## src/rtl/board_io_pkg.sv

```systemverilog
// Shared definitions for the board I/O blocks: register map of the button
// input slave port and the default debounce interval.
package board_io_pkg;

    // Register addresses on the single-bit address bus.
    localparam logic ADDR_STATE   = 1'b0;  // debounced levels, read-only
    localparam logic ADDR_PENDING = 1'b1;  // sticky press flags, write-1-to-clear

    // 1 ms of settling time at a 100 MHz system clock.
    localparam int unsigned DEBOUNCE_CYCLES_100MHZ = 32'd100000;

endpackage : board_io_pkg

```

## src/rtl/debounce_chan.sv

```systemverilog
// One input channel: two-flop synchronizer, debounce counter, stable level
// and registered press/release pulses that coincide with the level change.
module debounce_chan #(
    parameter int unsigned DEBOUNCE_CYCLES = 32'd4
) (
    input  logic clk,
    input  logic rst,
    input  logic pin_i,
    output logic state_o,
    output logic press_o,
    output logic release_o
);

    localparam int unsigned CTR_W = $clog2(DEBOUNCE_CYCLES);
    localparam logic [CTR_W-1:0] CTR_MAX  = CTR_W'(DEBOUNCE_CYCLES - 32'd1);
    localparam logic [CTR_W-1:0] CTR_ONE  = CTR_W'(32'd1);
    localparam logic [CTR_W-1:0] CTR_ZERO = {CTR_W{1'b0}};

    if (DEBOUNCE_CYCLES < 32'd2) begin : g_bad_debounce
        $error("debounce_chan: DEBOUNCE_CYCLES must be at least 2");
    end

    logic             sync1_q;
    logic             sync2_q;
    logic [CTR_W-1:0] ctr_q;
    logic [CTR_W-1:0] ctr_d;
    logic             state_q;
    logic             state_d;
    logic             press_q;
    logic             press_d;
    logic             release_q;
    logic             release_d;

    // Count consecutive cycles the synchronized pin disagrees with the stable
    // level; flip the level (and pulse) once the count reaches its maximum.
    // The counter is cleared on agreement so it never wraps.
    always_comb begin
        ctr_d     = ctr_q;
        state_d   = state_q;
        press_d   = 1'b0;
        release_d = 1'b0;
        if (sync2_q == state_q) begin
            ctr_d = CTR_ZERO;
        end else if (ctr_q == CTR_MAX) begin
            ctr_d     = CTR_ZERO;
            state_d   = sync2_q;
            press_d   = sync2_q;
            release_d = ~sync2_q;
        end else begin
            ctr_d = ctr_q + CTR_ONE;
        end
    end

    // Synchronizer chain and debounce state registers.
    always_ff @(posedge clk) begin
        if (rst) begin
            sync1_q   <= 1'b0;
            sync2_q   <= 1'b0;
            ctr_q     <= CTR_ZERO;
            state_q   <= 1'b0;
            press_q   <= 1'b0;
            release_q <= 1'b0;
        end else begin
            sync1_q   <= pin_i;
            sync2_q   <= sync1_q;
            ctr_q     <= ctr_d;
            state_q   <= state_d;
            press_q   <= press_d;
            release_q <= release_d;
        end
    end

    assign state_o   = state_q;
    assign press_o   = press_q;
    assign release_o = release_q;

endmodule : debounce_chan

```

## src/rtl/button_input_debounce.sv

```systemverilog
// Debounced pushbutton/switch inputs with sticky press flags, an interrupt
// line and a single-cycle memory-mapped slave port for the SoC.
module button_input_debounce
    import board_io_pkg::*;
#(
    parameter int unsigned N_IN            = 32'd4,
    parameter int unsigned DEBOUNCE_CYCLES = DEBOUNCE_CYCLES_100MHZ
) (
    input  logic            clk,
    input  logic            rst,
    input  logic [N_IN-1:0] pin_i,
    output logic [N_IN-1:0] state_o,
    output logic [N_IN-1:0] press_o,
    output logic [N_IN-1:0] release_o,
    output logic            irq_o,
    input  logic            bus_sel,
    input  logic            bus_we,
    input  logic            bus_addr,
    input  logic [N_IN-1:0] bus_wdata,
    output logic [N_IN-1:0] bus_rdata,
    output logic            bus_ack
);

    localparam logic [N_IN-1:0] ZERO_N = {N_IN{1'b0}};

    if ((N_IN < 32'd1) || (N_IN > 32'd32)) begin : g_bad_n_in
        $error("button_input_debounce: N_IN must be in 1..32");
    end
    if (DEBOUNCE_CYCLES < 32'd2) begin : g_bad_debounce
        $error("button_input_debounce: DEBOUNCE_CYCLES must be at least 2");
    end

    logic [N_IN-1:0] state_s;
    logic [N_IN-1:0] press_s;
    logic [N_IN-1:0] release_s;
    logic [N_IN-1:0] clear_s;
    logic [N_IN-1:0] pending_q;
    logic [N_IN-1:0] pending_d;
    logic            irq_q;
    logic            irq_d;
    logic            ack_q;
    logic            ack_d;
    logic [N_IN-1:0] rdata_q;
    logic [N_IN-1:0] rdata_d;

    for (genvar g = 0; g < N_IN; g++) begin : g_chan
        debounce_chan #(
            .DEBOUNCE_CYCLES(DEBOUNCE_CYCLES)
        ) u_chan (
            .clk      (clk),
            .rst      (rst),
            .pin_i    (pin_i[g]),
            .state_o  (state_s[g]),
            .press_o  (press_s[g]),
            .release_o(release_s[g])
        );
    end

    // Bus decode, sticky pending update (a press beats a same-cycle clear)
    // and read-data selection. An access is accepted only when no ack is
    // outstanding, so a held bus_sel is served every other cycle.
    always_comb begin
        clear_s = ZERO_N;
        ack_d   = bus_sel & ~ack_q;
        if (ack_d && bus_we && (bus_addr == ADDR_PENDING)) begin
            clear_s = bus_wdata;
        end else begin
            clear_s = ZERO_N;
        end

        pending_d = (pending_q & ~clear_s) | press_s;
        irq_d     = |pending_d;

        rdata_d = ZERO_N;
        if (ack_d && !bus_we) begin
            case (bus_addr)
                ADDR_STATE:   rdata_d = state_s;
                ADDR_PENDING: rdata_d = pending_q;
                default:      rdata_d = ZERO_N;
            endcase
        end else begin
            rdata_d = ZERO_N;
        end
    end

    // Pending flags, interrupt and bus response registers.
    always_ff @(posedge clk) begin
        if (rst) begin
            pending_q <= ZERO_N;
            irq_q     <= 1'b0;
            ack_q     <= 1'b0;
            rdata_q   <= ZERO_N;
        end else begin
            pending_q <= pending_d;
            irq_q     <= irq_d;
            ack_q     <= ack_d;
            rdata_q   <= rdata_d;
        end
    end

    assign state_o   = state_s;
    assign press_o   = press_s;
    assign release_o = release_s;
    assign irq_o     = irq_q;
    assign bus_ack   = ack_q;
    assign bus_rdata = rdata_q;

endmodule : button_input_debounce

```

## config.mk

```make
export PLATFORM = sky130hd
export DESIGN_NAME = button_input_debounce
export DESIGN_NICKNAME = d
export VERILOG_FILES = /design/src/rtl/board_io_pkg.sv /design/src/rtl/debounce_chan.sv /design/src/rtl/button_input_debounce.sv
export SDC_FILE = /design/constraint.sdc
export NUM_CORES = 1
export LEC_CHECK = 0
export ABC_AREA = 1
export BUFFER_PORTS_ARGS = -buffer_cell sky130_fd_sc_hd__buf_2
export CAP_MARGIN = 20
export CORE_MARGIN = 2
export CORE_UTILIZATION = 40
export DETAILED_ROUTE_END_ITERATION = 16
export SLEW_MARGIN = 20
export SYNTH_ARGS = -nofsm -noshare
export SYNTH_HDL_FRONTEND = slang
export SYNTH_SLANG_ARGS = --single-unit
```

## constraint.sdc

```tcl
create_clock -name clk -period 1.73 [get_ports clk]
set_input_delay 0.0865 -clock clk [delete_from_list [all_inputs] [get_ports clk]]
set_output_delay 0.0865 -clock clk [all_outputs]
set_load 0.02 [all_outputs]
```

==> run summary, run 1 <==
The flow ran to the end, and the final reports show no timing, DRC or antenna violations. The number of vias in the routed layout came out at 3712. The area growth from synthesis to layout is 11.9%.

The worst-case vdd ir drop is around 0.38 mV. The achievable clock frequency came out at 673 MHz. In this run, the number of DRC markers left after iteration 0 of detailed routing was 150. Synthesis produced 630 cells. For this run, the register share of the synthesized area comes to 43.0%. The power density normalized to cell area is around 860 mW/mm². 0 antenna diodes ended up in the layout. The number of global-route vias before repair came out at 3527. The startpoint type of the worst setup path is a flop. The post-detailed-placement half-perimeter wirelength is approximately 6.5 mm.

The path class of the tightest hold or removal check is input port to flop. Max-cap violations in this run came to 0. The critical path required time came out at between 1500 and 2000 ps.

The number of nets in the layout is just under 700. The floorplan die area came out at roughly 0.012 mm². The top-level I/O count is 31. The remaining max-slew budget at the tightest pin came out at 76.6%. The post-synthesis simple-gate area fraction is a little over a third.

The longest clock path from root to sink contains 2 buffers. The residual DRC count is 0. The number of port buffers is 30. The deepest level of the CTS H-tree is 3. The die height came out at ~110 µm. Of the total synthesized cell area, the portion taken by XOR and XNOR cells is around 4.8%. The initial utilization of the core area, before any placement, comes to about two fifths.

Ranked by instance count, the synthesized netlist is headed by sky130_fd_sc_hd__nand2_1 (126), sky130_fd_sc_hd__nor2_1 (112), sky130_fd_sc_hd__dfxtp_1 (98). The worst setup path is captured at a flop. The sum of negative setup slack is 0 ps. The share of flip-flops with an asynchronous set or reset is 0%. The peak fanout along the critical path came out at 16. The critical path class is flop to flop.

After synthesis, the largest family of logic cells by area is simple AND/OR/NAND/NOR gates. The later-pin clock latency in the skew report is 340 ps. In the post-synthesis netlist, the biggest area contributors are sky130_fd_sc_hd__dfxtp_1 (43%), sky130_fd_sc_hd__nand2_1 (10%), sky130_fd_sc_hd__nor2_1 (9.2%). The post-CTS setup buffer count is 0. The weighted congestion reported at the end of routability-driven placement came out at between 0.8 and 0.9. TritonCTS built the clock tree. The leakage power figure is about 1.9 nW. The count of flip-flops with a built-in enable after synthesis came out at 0. The global-route wire length before repair is approximately 15 mm. The synthesized design spends more area on one cell type than any other, namely sky130_fd_sc_hd__dfxtp_1.

Setup repair after global routing left no endpoint under its margin. The most common cell in the synthesized netlist is sky130_fd_sc_hd__nand2_1. The initial antenna violation count came out at 0. The post-detailed-route count of antenna-violating nets came out at 0.

Counting distinct cell types in the post-synthesis netlist gives 30. The die is between 100 and 150 µm wide. The floorplan row count is 39. The pin count of the biggest net entering global routing is 19. The number of setup violations in the final report came out at 0. The clock network fraction of total power is between 40% and 50%. After synthesis, the largest area contributor takes up 43.0% of total cell area. Global routing used roughly 15% of the available tracks. For this run the aggregate overflow at the end of global routing stands at 0. The hold violation total from the final report was 0. The tree is rooted in a sky130_fd_sc_hd__clkbuf_16.

The share of synthesized area spent on multiplexers came out at 0%. The switching power of the nets came out at about 0.89 mW. Synthesis produced a netlist with a net count of about 650. Yosys printed 0 warnings. The proportion of layout cells with a drive suffix above 1 came out at about an eighth.

The slew of the pin with the lowest slew margin is 351 ps. The flip-flop and latch count after synthesis is just under 100. The mean area per synthesized cell is between 7 and 8 µm². In the synthesized netlist the dominant register cell turns out to be sky130_fd_sc_hd__dfxtp_1. The number of iterations in the first detailed-routing pass is 4. The share of the cycle needed by the critical path after routing came out at 85.9%. The worst clock skew on the final layout is about 7.3 ps. After Yosys synthesis, full adders, half adders and majority gates account for ~1.1% of the synthesized area.

The final layout contains routed wiring with a total length of 8.58 mm. Clock-pin slew was measured on the worst setup and hold paths at roughly 70 ps. The placed instance area came out at 0.00476 mm².

The final cell utilization of the core came out at between 40% and 50%. The core area is 0.0113 mm². The arrival time reported for the critical path endpoint is 1730 ps. The post-detailed-route via-to-cell ratio came out at ~4.6. The final non-filler cell area came out at approximately 0.005 mm². The portion of total power attributed to combinational logic is between 1.5 and 2%.

The post-synthesis compound-gate area fraction came out at about 5.7%. The clock sink total is 98. In this run the cell area of the synthesized design comes to ~0.0046 mm². Dividing the detail-routed wire length by the instance count gives around 11 µm. The switching power share of the total came out at 20.2%. The internal portion of total power came out at ~3.5 mW.

The number of buffers created by CTS came out at 9. The portion of total power attributed to sequential cells came out at 52.0%. The number of pins exceeding their max-slew limit in the final report is 0. The smallest clock period supported by the final layout is computed as roughly 1500 ps.
stage by stage:
step,hold slack [ps],power (mW),std cells,worst slack [ps]
floorplan,193,2.38,630,376
global placement,301,2.40,786,253
detailed placement,304,2.40,786,163
CTS,16.8,4.44,806,150
global route,50.9,4.55,806,78.5
finish,21.7,4.38,806,245
state kept, by name, indices dropped and copies added (netlist names):
signal,count
g_chan.u_chan.sync2_q,4
g_chan.u_chan.press_o,4
g_chan.u_chan.state_o,4
g_chan.u_chan.ctr_q,68
bus_rdata,4
pending_q,4
bus_ack,1
g_chan.u_chan.release_o,4
g_chan.u_chan.sync1_q,4
irq_o,1
cells by family after synthesis:
family                     after synthesis
AOI/OAI and AO/OA                       51
xor gates and xnor gates                25
adders and majority gates                4
buffers and inverters                  109
DFF                                     98
and+or+nand+nor                        343
routing by layer:
metal / global-route usage [%] / vias up / routed length (µm)
met5: 0 / - / 0
met4: 6.58 / 0 / 96
met3: 2.79 / 9 / 290
met2: 24.1 / 48 / 3930
met1: 19.4 / 1648 / 4270
li1: - / 2007 / -
timing repair:
action                     CTS  global route
gates resized for setup      0             1
hold buffers                 4             0
hold endpoints to repair     4             0
setup endpoints to repair    0             1
worst paths after layout:
kind | to | from | slack, ps | cells past startpoint
max | g_chan[0].u_chan.ctr_q[16] | g_chan[0].u_chan.ctr_q[0] | 240 | 8
min | bus_ack | bus_sel | 20 | 3
max reg2reg | g_chan[0].u_chan.ctr_q[16] | g_chan[0].u_chan.ctr_q[0] | 240 | 8
min reg2reg | g_chan[3].u_chan.sync2_q | g_chan[3].u_chan.sync1_q | 410 | 2
power groups by stage:
stage,sequential (mW),combinational [mW],clock (mW)
after floorplan,2.33,0.0486,0
after global routing,2.28,0.0918,2.18
final,2.28,0.0803,2.02
after CTS,2.28,0.0808,2.09
after detailed placement,2.33,0.0738,0
after global placement,2.33,0.0721,0
critical path, stage by stage, from the launching register on:
cell                      delay, ps
sky130_fd_sc_hd__dfxtp_1        350
sky130_fd_sc_hd__ha_1           170
sky130_fd_sc_hd__nand2_1         90
sky130_fd_sc_hd__nor2_1         200
sky130_fd_sc_hd__nand3_1        190
sky130_fd_sc_hd__nand2_4        210
sky130_fd_sc_hd__inv_1           80
sky130_fd_sc_hd__nand2_1         60
sky130_fd_sc_hd__inv_1           30
layout by cell type, fill, tap and decap left out, drive strengths merged:
cell type / synthesis / final
nand2: 134 / 134
nor2: 126 / 126
dfxtp: 98 / 98
inv: 91 / 91
a21oi: 40 / 40
nand3: 36 / 36
buf: 18 / 31
xor2: 18 / 18
nor3: 18 / 18
nand4: 16 / 16
clkbuf: 0 / 12
o21ai: 11 / 11
xnor2: 7 / 7
or2: 7 / 7
nand3b: 4 / 4
ha: 4 / 4
dlygate4sd3: 0 / 4
clkinvlp: 0 / 2
nor3b: 2 / 2
bufinv: 0 / 1
clkinv: 0 / 1
cell type report:
| cell class | count | area (µm²) |
|---|---|---|
| timing repair buffer | 35 | 198 |
| multi-input combinational | 423 | 2120 |
| inverter | 91 | 342 |
| clock buffer | 12 | 256 |
| sequential | 98 | 1960 |
| tap | 143 | 179 |
| clock inverter | 4 | 50.0 |
| fill | 1129 | 6160 |
No activity file was read; power rests on OpenSTA's default activity.
==> inputs of run 2 (changes only) <==
- CAP_MARGIN: 20 -> not set
- PLACE_DENSITY: not set -> 0.56
==> run summary, run 2 (same netlist as run 1, synthesis figures left out) <==
The core area came to 0.0113 mm² (unchanged). The number of global-route vias before repair came out at 3420 (-3.0%). The number of flip-flops in the largest register is 68 (unchanged). The floorplan row count is 39 (unchanged). The internal portion of total power came out at 3.50 mW (about the same).

The per-cell routed wire length was 10.9 µm (+2.7%). The kind of cell with the highest combined delay along the critical path is simple AND/OR/NAND/NOR gates. The final cell utilization of the core came to 45.5% (+0.18 points).

More flip-flops sit in one register than any other, and that register is g_chan.u_chan.ctr_q. The number of vias in the routed layout is 3684 (-0.75%). The count of cells resized by post-cts repair is 0 (unchanged).

The wire length after detailed routing is 8.85 mm (+3.1%). The peak fanout along the critical path is 17 (+1). The power density normalized to cell area came out at 859 mW/mm² (+0.22%). STA classifies the critical path endpoint as a flop. The number of port buffers is 30 (unchanged). The leakage power figure was 1.86 nW (+0.63%).

The later-pin clock latency in the skew report is 340 ps (about the same). The clock period minus worst slack came out at 1470 ps (-16.6 ps). The area overhead of the layout relative to synthesis came out at 12.4%. The largest incremental delay on the critical path is 370 ps (+20 ps).

The hold violation total from the final report came out at 0 (unchanged). The switching power share of the total is 20.6% (+0.41 points). The pin count of the biggest net entering global routing was 19 (unchanged). The proportion of layout cells with a drive suffix above 1 is 12.9% (+0.24 points). The clock tree from TritonCTS is yes. The residual DRC count came out at 0 (unchanged).

The floorplan die area came to 0.0123 mm² (unchanged). The overall routing resource usage is 15.0% (+0.066 points). Among all stages on the critical path, the largest delay is contributed by sky130_fd_sc_hd__dfxtp_1. The deepest level of the CTS H-tree is 3 (unchanged). The clock transition at the registers of the reported paths was 70 ps (about the same). The remaining max-slew budget at the tightest pin is 73.9% (-2.7 points). The horizontal extent of the die is 111 µm (unchanged). The global-route wire length before repair came out at 15.1 mm (-1.4%). The share of the cycle needed by the critical path after routing is 84.9% (-0.96 points).

The clock tree buffer depth came out at 2 (unchanged). Clock tree synthesis selected as its root buffer the cell sky130_fd_sc_hd__clkbuf_16. The effective utilization at floorplan came out at 40.5% (unchanged). The portion of total power attributed to combinational logic was 2.0% (+0.2 points).

The number of nets in the layout is 678 (+0.44%). Setup repair after global routing left no endpoint under its margin. The met2 capacity usage during global routing is 23.9% (-0.20 points). The clock sink total came to 98 (unchanged). The clock network fraction of total power is 46.4% (+0.2 points). The startpoint type of the worst setup path is a flop. Walking the worst path, the cells encountered are ha_1 -> nand3_2 -> inv_1 -> nand3_1 -> nand2_2 -> nor2_1.

The number of buffers created by CTS is 9 (unchanged). The top-level I/O count was 31 (unchanged). The flow ran to the end, and the final reports show no timing, DRC or antenna violations. The library cells used most frequently in the layout, excluding fill and tap cells, are sky130_fd_sc_hd__nand2_1 (126), sky130_fd_sc_hd__nor2_1 (112), sky130_fd_sc_hd__dfxtp_1 (98), sky130_fd_sc_hd__inv_1 (89), sky130_fd_sc_hd__a21oi_1 (40). The max-capacitance violation count came out at 0 (unchanged). The number of pins exceeding their max-slew limit in the final report is 0 (unchanged). The critical path is of the flop to flop type. The die height came out at 111 µm (unchanged). The worst clock skew on the final layout came to 9.20 ps (+1.93 ps).

The switching power of the nets came out at 0.909 mW (+2.7%). The portion of total power attributed to sequential cells is 51.7% (-0.3 points). The post-detailed-route count of antenna-violating nets is 0 (unchanged). The sum of overflow across all layers after global routing came out at 0 (unchanged). The achievable clock frequency is 681 MHz (+1.1%).

The post-detailed-placement half-perimeter wirelength is 6.72 mm (+3.4%). The initial antenna violation count is 0 (unchanged). The register area came to 0.00196 mm² (unchanged). The final antenna diode count came out at 0 (unchanged).

The number of hold buffers added after CTS was 5 (+1). The worst-case vdd ir drop came out at 0.475 mV (+23%). The met1 usage is 19.4% (-0.026 points). The number of iterations in the first detailed-routing pass is 4 (unchanged). The post-detailed-route via-to-cell ratio is 4.55 (-1.1%). The routing usage on met3 is 3.50% (+0.71 points). The critical path required time is 1950 ps (-30 ps). The weighted congestion reported at the end of routability-driven placement is 0.806 (-5.6%).

The post-CTS setup buffer count came out at 0 (unchanged). The leading cell type in the layout, fill and taps excluded is sky130_fd_sc_hd__nand2_1. The number of setup violations in the final report came out at 0 (unchanged). The reg-to-reg setup timing slack is 260 ps (+20 ps). The number of inserted filler cells in the final layout is 1128 (-0.089%). The slew of the pin with the lowest slew margin came to 391 ps (+40.7 ps). The worst hold-check path type is input port to flop. The sum of negative setup slack came out at 0 ps (unchanged). The detailed router's first-iteration violation count came out at 138 (-8.0%). The sum of buffers and inverters on the critical path came to 1 (-1). The area taken by multi-input logic gates came out at 0.00212 mm² (-0.24%).

After global routing, the most crowded layer is met2. The arrival time reported for the critical path endpoint is 1680 ps (-50 ps).
==> run 2: cell type report <==
| class | instances | share of cell area (%) |
|---|---|---|
| Timing Repair Buffer | 38 | 4.34 |
| Clock inverter | 4 | 0.976 |
| Multi-Input combinational cell | 423 | 41.3 |
| Sequential cell | 98 | 38.2 |
| Inverter | 91 | 6.66 |
| Tap cell | 143 | 3.49 |
| Clock buffer | 12 | 5.00 |
==> run 2: stage by stage <==
step | power, mW | hold WS [ps] | cells | worst slack, ps | area [µm²]
after floorplan | 2.38 | 193 | 630 | 376 | 4570
after global placement | 2.41 | 293 | 788 | 303 | 4770
after detailed placement | 2.41 | 296 | 788 | 263 | 4770
after CTS | 4.47 | 55.3 | 809 | 249 | 5130
after global routing | 4.59 | 60.0 | 809 | 73.0 | 5130
final | 4.41 | 61.3 | 809 | 261 | 5130
==> run 2: power by group through the flow <==
stage,registers (mW),logic [mW],clock network (mW)
floorplan,2.33,0.0486,0
global placement,2.33,0.0779,0
detailed placement,2.33,0.0796,0
CTS,2.28,0.0882,2.11
global route,2.28,0.0977,2.21
finish,2.28,0.0868,2.04
==> run 2: worst paths after layout <==
| path | from | endpoint | depth (start not counted) |
|---|---|---|---|
| setup / recovery | g_chan[1].u_chan.ctr_q[0] | g_chan[1].u_chan.ctr_q[9] | 6 |
| hold / removal | bus_addr | bus_rdata[0] | 3 |
| setup reg to reg | g_chan[1].u_chan.ctr_q[0] | g_chan[1].u_chan.ctr_q[9] | 6 |
| hold reg to reg | g_chan[1].u_chan.sync1_q | g_chan[1].u_chan.sync2_q | 2 |
==> run 2: worst register-to-register path: stages, from the launching register on <==
cell and delay (ps):
sky130_fd_sc_hd__dfxtp_1 370, sky130_fd_sc_hd__ha_1 230, sky130_fd_sc_hd__nand3_2 160, sky130_fd_sc_hd__inv_1 100
sky130_fd_sc_hd__nand3_1 110, sky130_fd_sc_hd__nand2_2 290, sky130_fd_sc_hd__nor2_1 90
==> run 2: metal layers <==
metal  vias to the layer above  wire length, µm
met5                         -                0
met4                         0              140
met3                        12              270
met2                        39             4000
met1                      1622             4440
li1                       2011                -
==> inputs of run 3 (changes only) <==
- ABC_AREA: 1 -> 0
- clock period: 1.73 -> 1.4 ns (I/O delays scaled with it)
==> run summary, run 3 <==
The final antenna diode count came out at 0 (unchanged). The clock tree buffer depth is 2 (unchanged). The switching power of the nets is 1.03 mW (+13%).

The arrival time reported for the critical path endpoint came out at 1830 ps (+150 ps). The final cell utilization of the core came out at 57.9% (+12 points). The portion of total power attributed to combinational logic came out at 2.9% (+0.9 points).

The clock sink total is 98 (unchanged). The later-pin clock latency in the skew report came out at 370 ps (+30 ps). The proportion of layout cells with a drive suffix above 1 came out at 45.2% (+32 points). In this run the worst setup path begins at g_chan[2].u_chan.ctr_q[10].

The initial antenna violation count is 0 (unchanged). The number of library cell types mapped by synthesis came out at 35 (+17%). The mean area per synthesized cell came out at 9.02 µm² (+24%). The slowest stage of the critical path belongs to the cell sky130_fd_sc_hd__or4_4. The power density normalized to cell area came out at 797 mW/mm² (-7.2%).

The critical path capture point type is a flop. The wire length after detailed routing is 9.50 mm (+7.3%). The post-detailed-route via-to-cell ratio came out at 4.99 (+9.6%).

The share of the cycle needed by the critical path after routing is 109% (+24 points). The peak fanout along the critical path is 3 (-14). The number of port buffers is 30 (unchanged). The deepest level of the CTS H-tree came out at 3 (unchanged).

The commonest cells after synthesis are sky130_fd_sc_hd__dfxtp_1 (98), sky130_fd_sc_hd__nor2_1 (74), sky130_fd_sc_hd__xnor2_1 (31). The pin count of the biggest net entering global routing is 22 (+3). Among all flip-flop cells after synthesis, the most frequent one is sky130_fd_sc_hd__dfxtp_1.

Traced cell by cell, the critical path runs through nand3_2 -> or4_4 -> or3_4 -> a21oi_2. Summed over all instances, the cell type with the most area after synthesis is sky130_fd_sc_hd__dfxtp_1. The share of flip-flops with an asynchronous set or reset came out at 0% (unchanged). In this run the critical register-to-register path is captured at g_chan[2].u_chan.ctr_q[15]. Setup repair after global routing could not meet its margin everywhere. The number of flip-flops in the largest register is 68 (unchanged). The post-route worst hold slack came out at 33.4 ps (-27.8 ps).

The clock tree from TritonCTS is yes. The internal portion of total power is 3.65 mW (+4.3%). The flip-flop and latch count after synthesis came out at 98 (unchanged). The post-detailed-placement half-perimeter wirelength came to 6.67 mm (-0.65%). The area overhead of the layout relative to synthesis came out at 42.8%.

The portion of total power attributed to sequential cells came to 59.6% (+7.9 points). The worst setup slack after layout is -130 ps (-391 ps). The floorplan die area is 0.0111 mm² (-9.6%). The number of buffers created by CTS was 9 (unchanged). The hold violation total from the final report came out at 0 (unchanged).

The horizontal extent of the die came out at 105 µm (-4.9%). The overall routing resource usage came out at 17.4% (+2.4 points). The reg-to-reg setup timing slack is -130 ps (-390 ps).

Leaving out fill and tap cells, the most frequent cells in the layout are sky130_fd_sc_hd__buf_4 (86), sky130_fd_sc_hd__dfxtp_1 (61), sky130_fd_sc_hd__nor2_1 (53), sky130_fd_sc_hd__xnor2_1 (31), sky130_fd_sc_hd__buf_2 (30). The worst clock skew on the final layout is 10.4 ps (+1.18 ps). Leaving out fill and tap cells, the most frequent cell in the layout is sky130_fd_sc_hd__buf_4. The max-capacitance violation count is 0 (unchanged). The slew of the pin with the lowest slew margin is 456 ps (+65.0 ps). The pre-CTS setup slack came out at -113 ps (-377 ps). The termination of the worst setup path is g_chan[2].u_chan.ctr_q[15].

The global-route wire length before repair is 15.4 mm (+2.1%). The largest incremental delay on the critical path is 540 ps (+170 ps). The register bank with the most flops is g_chan.u_chan.ctr_q.

The clock transition at the registers of the reported paths is 90 ps (+20 ps). The worst setup path is launched from a flop. The per-cell routed wire length came out at 13.3 µm (+21%).

The final non-filler cell area is 0.00587 mm² (+14%). The power consumption is 4.68 mW (+6.2%). The most common cell in the synthesized netlist is sky130_fd_sc_hd__dfxtp_1. The core area was 0.0101 mm² (-10%).

The number of nets in the layout came out at 593 (-13%). The area share of the largest cell type after synthesis came to 47.7% (+4.7 points). The synthesized net count was 473 (-27%). The startpoint identified for the worst register-to-register timing path is g_chan[2].u_chan.ctr_q[10]. The count of placed standard cells in the final layout, fillers left out came to 716 (-11%). The number of global-route vias before repair was 3475 (+1.6%). The effective utilization at floorplan was 40.6% (+0.049 points). The worst-case vdd ir drop is 0.508 mV (+7.0%).

The floorplan row count is 37 (-5.1%). The depth of the worst register-to-register path is 4 (-2). The run finished, with violations left. The number of setup violations in the final report is 51 (+51). The worst setup path is of the flop to flop kind.

The detailed router's first-iteration violation count is 72 (-48%). The placed instance area came to 0.00514 mm² (+7.7%). The weighted congestion reported at the end of routability-driven placement came out at 0.825 (+2.3%). The residual DRC count came to 0 (unchanged). The post-detailed-route count of antenna-violating nets is 0 (unchanged). The achievable clock frequency came out at 654 MHz (-4.0%). The worst hold-check path type is input port to flop. The sum of negative setup slack was -2970 ps (-2970 ps).

The switching power share of the total is 22.0% (+1.4 points). The remaining max-slew budget at the tightest pin was 69.6% (-4.3 points). The top-level I/O count was 31 (unchanged). The root buffer cell chosen for the clock tree is sky130_fd_sc_hd__clkbuf_8.

The fraction of the yosys area taken by sequential cells came to 47.7% (+4.7 points). The count of flip-flops with a built-in enable after synthesis is 0 (unchanged). Ranked by total cell area, the synthesized netlist is headed by sky130_fd_sc_hd__dfxtp_1 (48%), sky130_fd_sc_hd__nor2_1 (6.8%), sky130_fd_sc_hd__xnor2_1 (6.6%).

The clock period minus worst slack is 1530 ps (+61.0 ps). The die height is 105 µm (-4.9%). The number of inserted filler cells in the final layout came out at 860 (-24%). The number of cells in the design after placement came to 681 (-14%). The leakage power figure was 2.12 nW (+14%).

The area of the mapped netlist is 0.00411 mm² (-9.9%). The sum of overflow across all layers after global routing is 0 (unchanged). The number of warnings issued by yosys came out at 0 (unchanged). The number of iterations in the first detailed-routing pass is 4 (unchanged). The number of pins exceeding their max-slew limit in the final report came to 0 (unchanged). The number of instances in the synthesized netlist is 456 (-28%). The critical path required time is 1700 ps (-250 ps). The checks that failed: negative setup slack. The clock network fraction of total power came to 37.5% (-8.9 points). The number of vias in the routed layout came out at 3575 (-3.0%).
==> run 3: changes by cell type in the layout (fill, tap and decap cells not counted), sizes merged, moves of 7 or more <==
cell   before  now
o31ai       0    7
inv        91    9
buf        33  128
xnor2       7   31
nor4        0   10
nand4      16   24
a21oi      40   16
nand3      36   19
or3         0   11
nand2     134   22
nor2b       0   10
and3        0   11
nor2      126   74
==> run 3: cell type report <==
class | instances | area (µm²) | share of cell area [%]
sequential | 98 | 2040 | 34.8
inverter | 9 | 33.8 | 0.576
tap | 136 | 170 | 2.90
timing repair buffer | 133 | 998 | 17.0
multi-input combinational | 325 | 2450 | 41.7
clock buffer | 11 | 131 | 2.24
clock inverter | 4 | 45.0 | 0.767
==> run 3: power groups by stage <==
stage          logic (mW)  clock network, mW  registers, mW
2_1_floorplan      0.0617                  0           2.87
3_3_place_gp        0.109                  0           2.87
3_5_place_dp        0.109                  0           2.87
4_1_cts             0.125               1.82           2.80
5_1_grt             0.149               1.92           2.79
6_report            0.137               1.76           2.79
==> run 3: how the worst min path moves through the flow <==
stage / startpoint / end / depth (start not counted)
2_1_floorplan: pin_i[0] / g_chan[0].u_chan.sync1_q / 1
3_3_place_gp: pin_i[1] / g_chan[1].u_chan.sync1_q / 2
3_5_place_dp: pin_i[3] / g_chan[3].u_chan.sync1_q / 2
4_1_cts: bus_wdata[2] / pending_q[2] / 4
5_1_grt: bus_wdata[2] / pending_q[2] / 4
6_report: bus_wdata[2] / pending_q[2] / 4
==> run 3: worst max-delay path: cells and delay by family (launching register included) <==
family           cells  cell delay, ps
AND/OR/NAND/NOR      3             980
flip-flops           1             360
AO/OA/AOI/OAI        1             120
==> run 3: cell families (layout without fill, tap and decap cells) <==
| group | count (synthesis) | count (layout) | synth area share (%) |
|---|---|---|---|
| XOR/XNOR | 54 | 54 | 11.5 |
| multiplexers | 5 | 5 | 1.22 |
| AND/OR/NAND/NOR | 228 | 228 | 29.1 |
| buffers and inverters | 33 | 157 | 4.35 |
| AO/OA/AOI/OAI | 34 | 34 | 4.90 |
| flip-flops | 98 | 98 | 47.7 |
| adder cells (fa/ha/maj) | 4 | 4 | 1.22 |
==> run 3: what timing repair did <==
item / in CTS / in global routing
endpoints found under the setup margin: 59 / 78
hold endpoints to repair: 5 / 0
pin swaps: 18 / 22
gates resized for setup: 37 / 72
hold buffers: 5 / 0
setup buffers: 7 / 6
cloned: 0 / 2
==> run 3: layer usage <==
layer	wire, µm	up-vias	global-route usage [%]
met5	0	-	0
met1	4490	1693	22.2
met2	4490	53	28.0
met4	246	0	8.76
li1	-	1810	-
met3	267	19	3.09
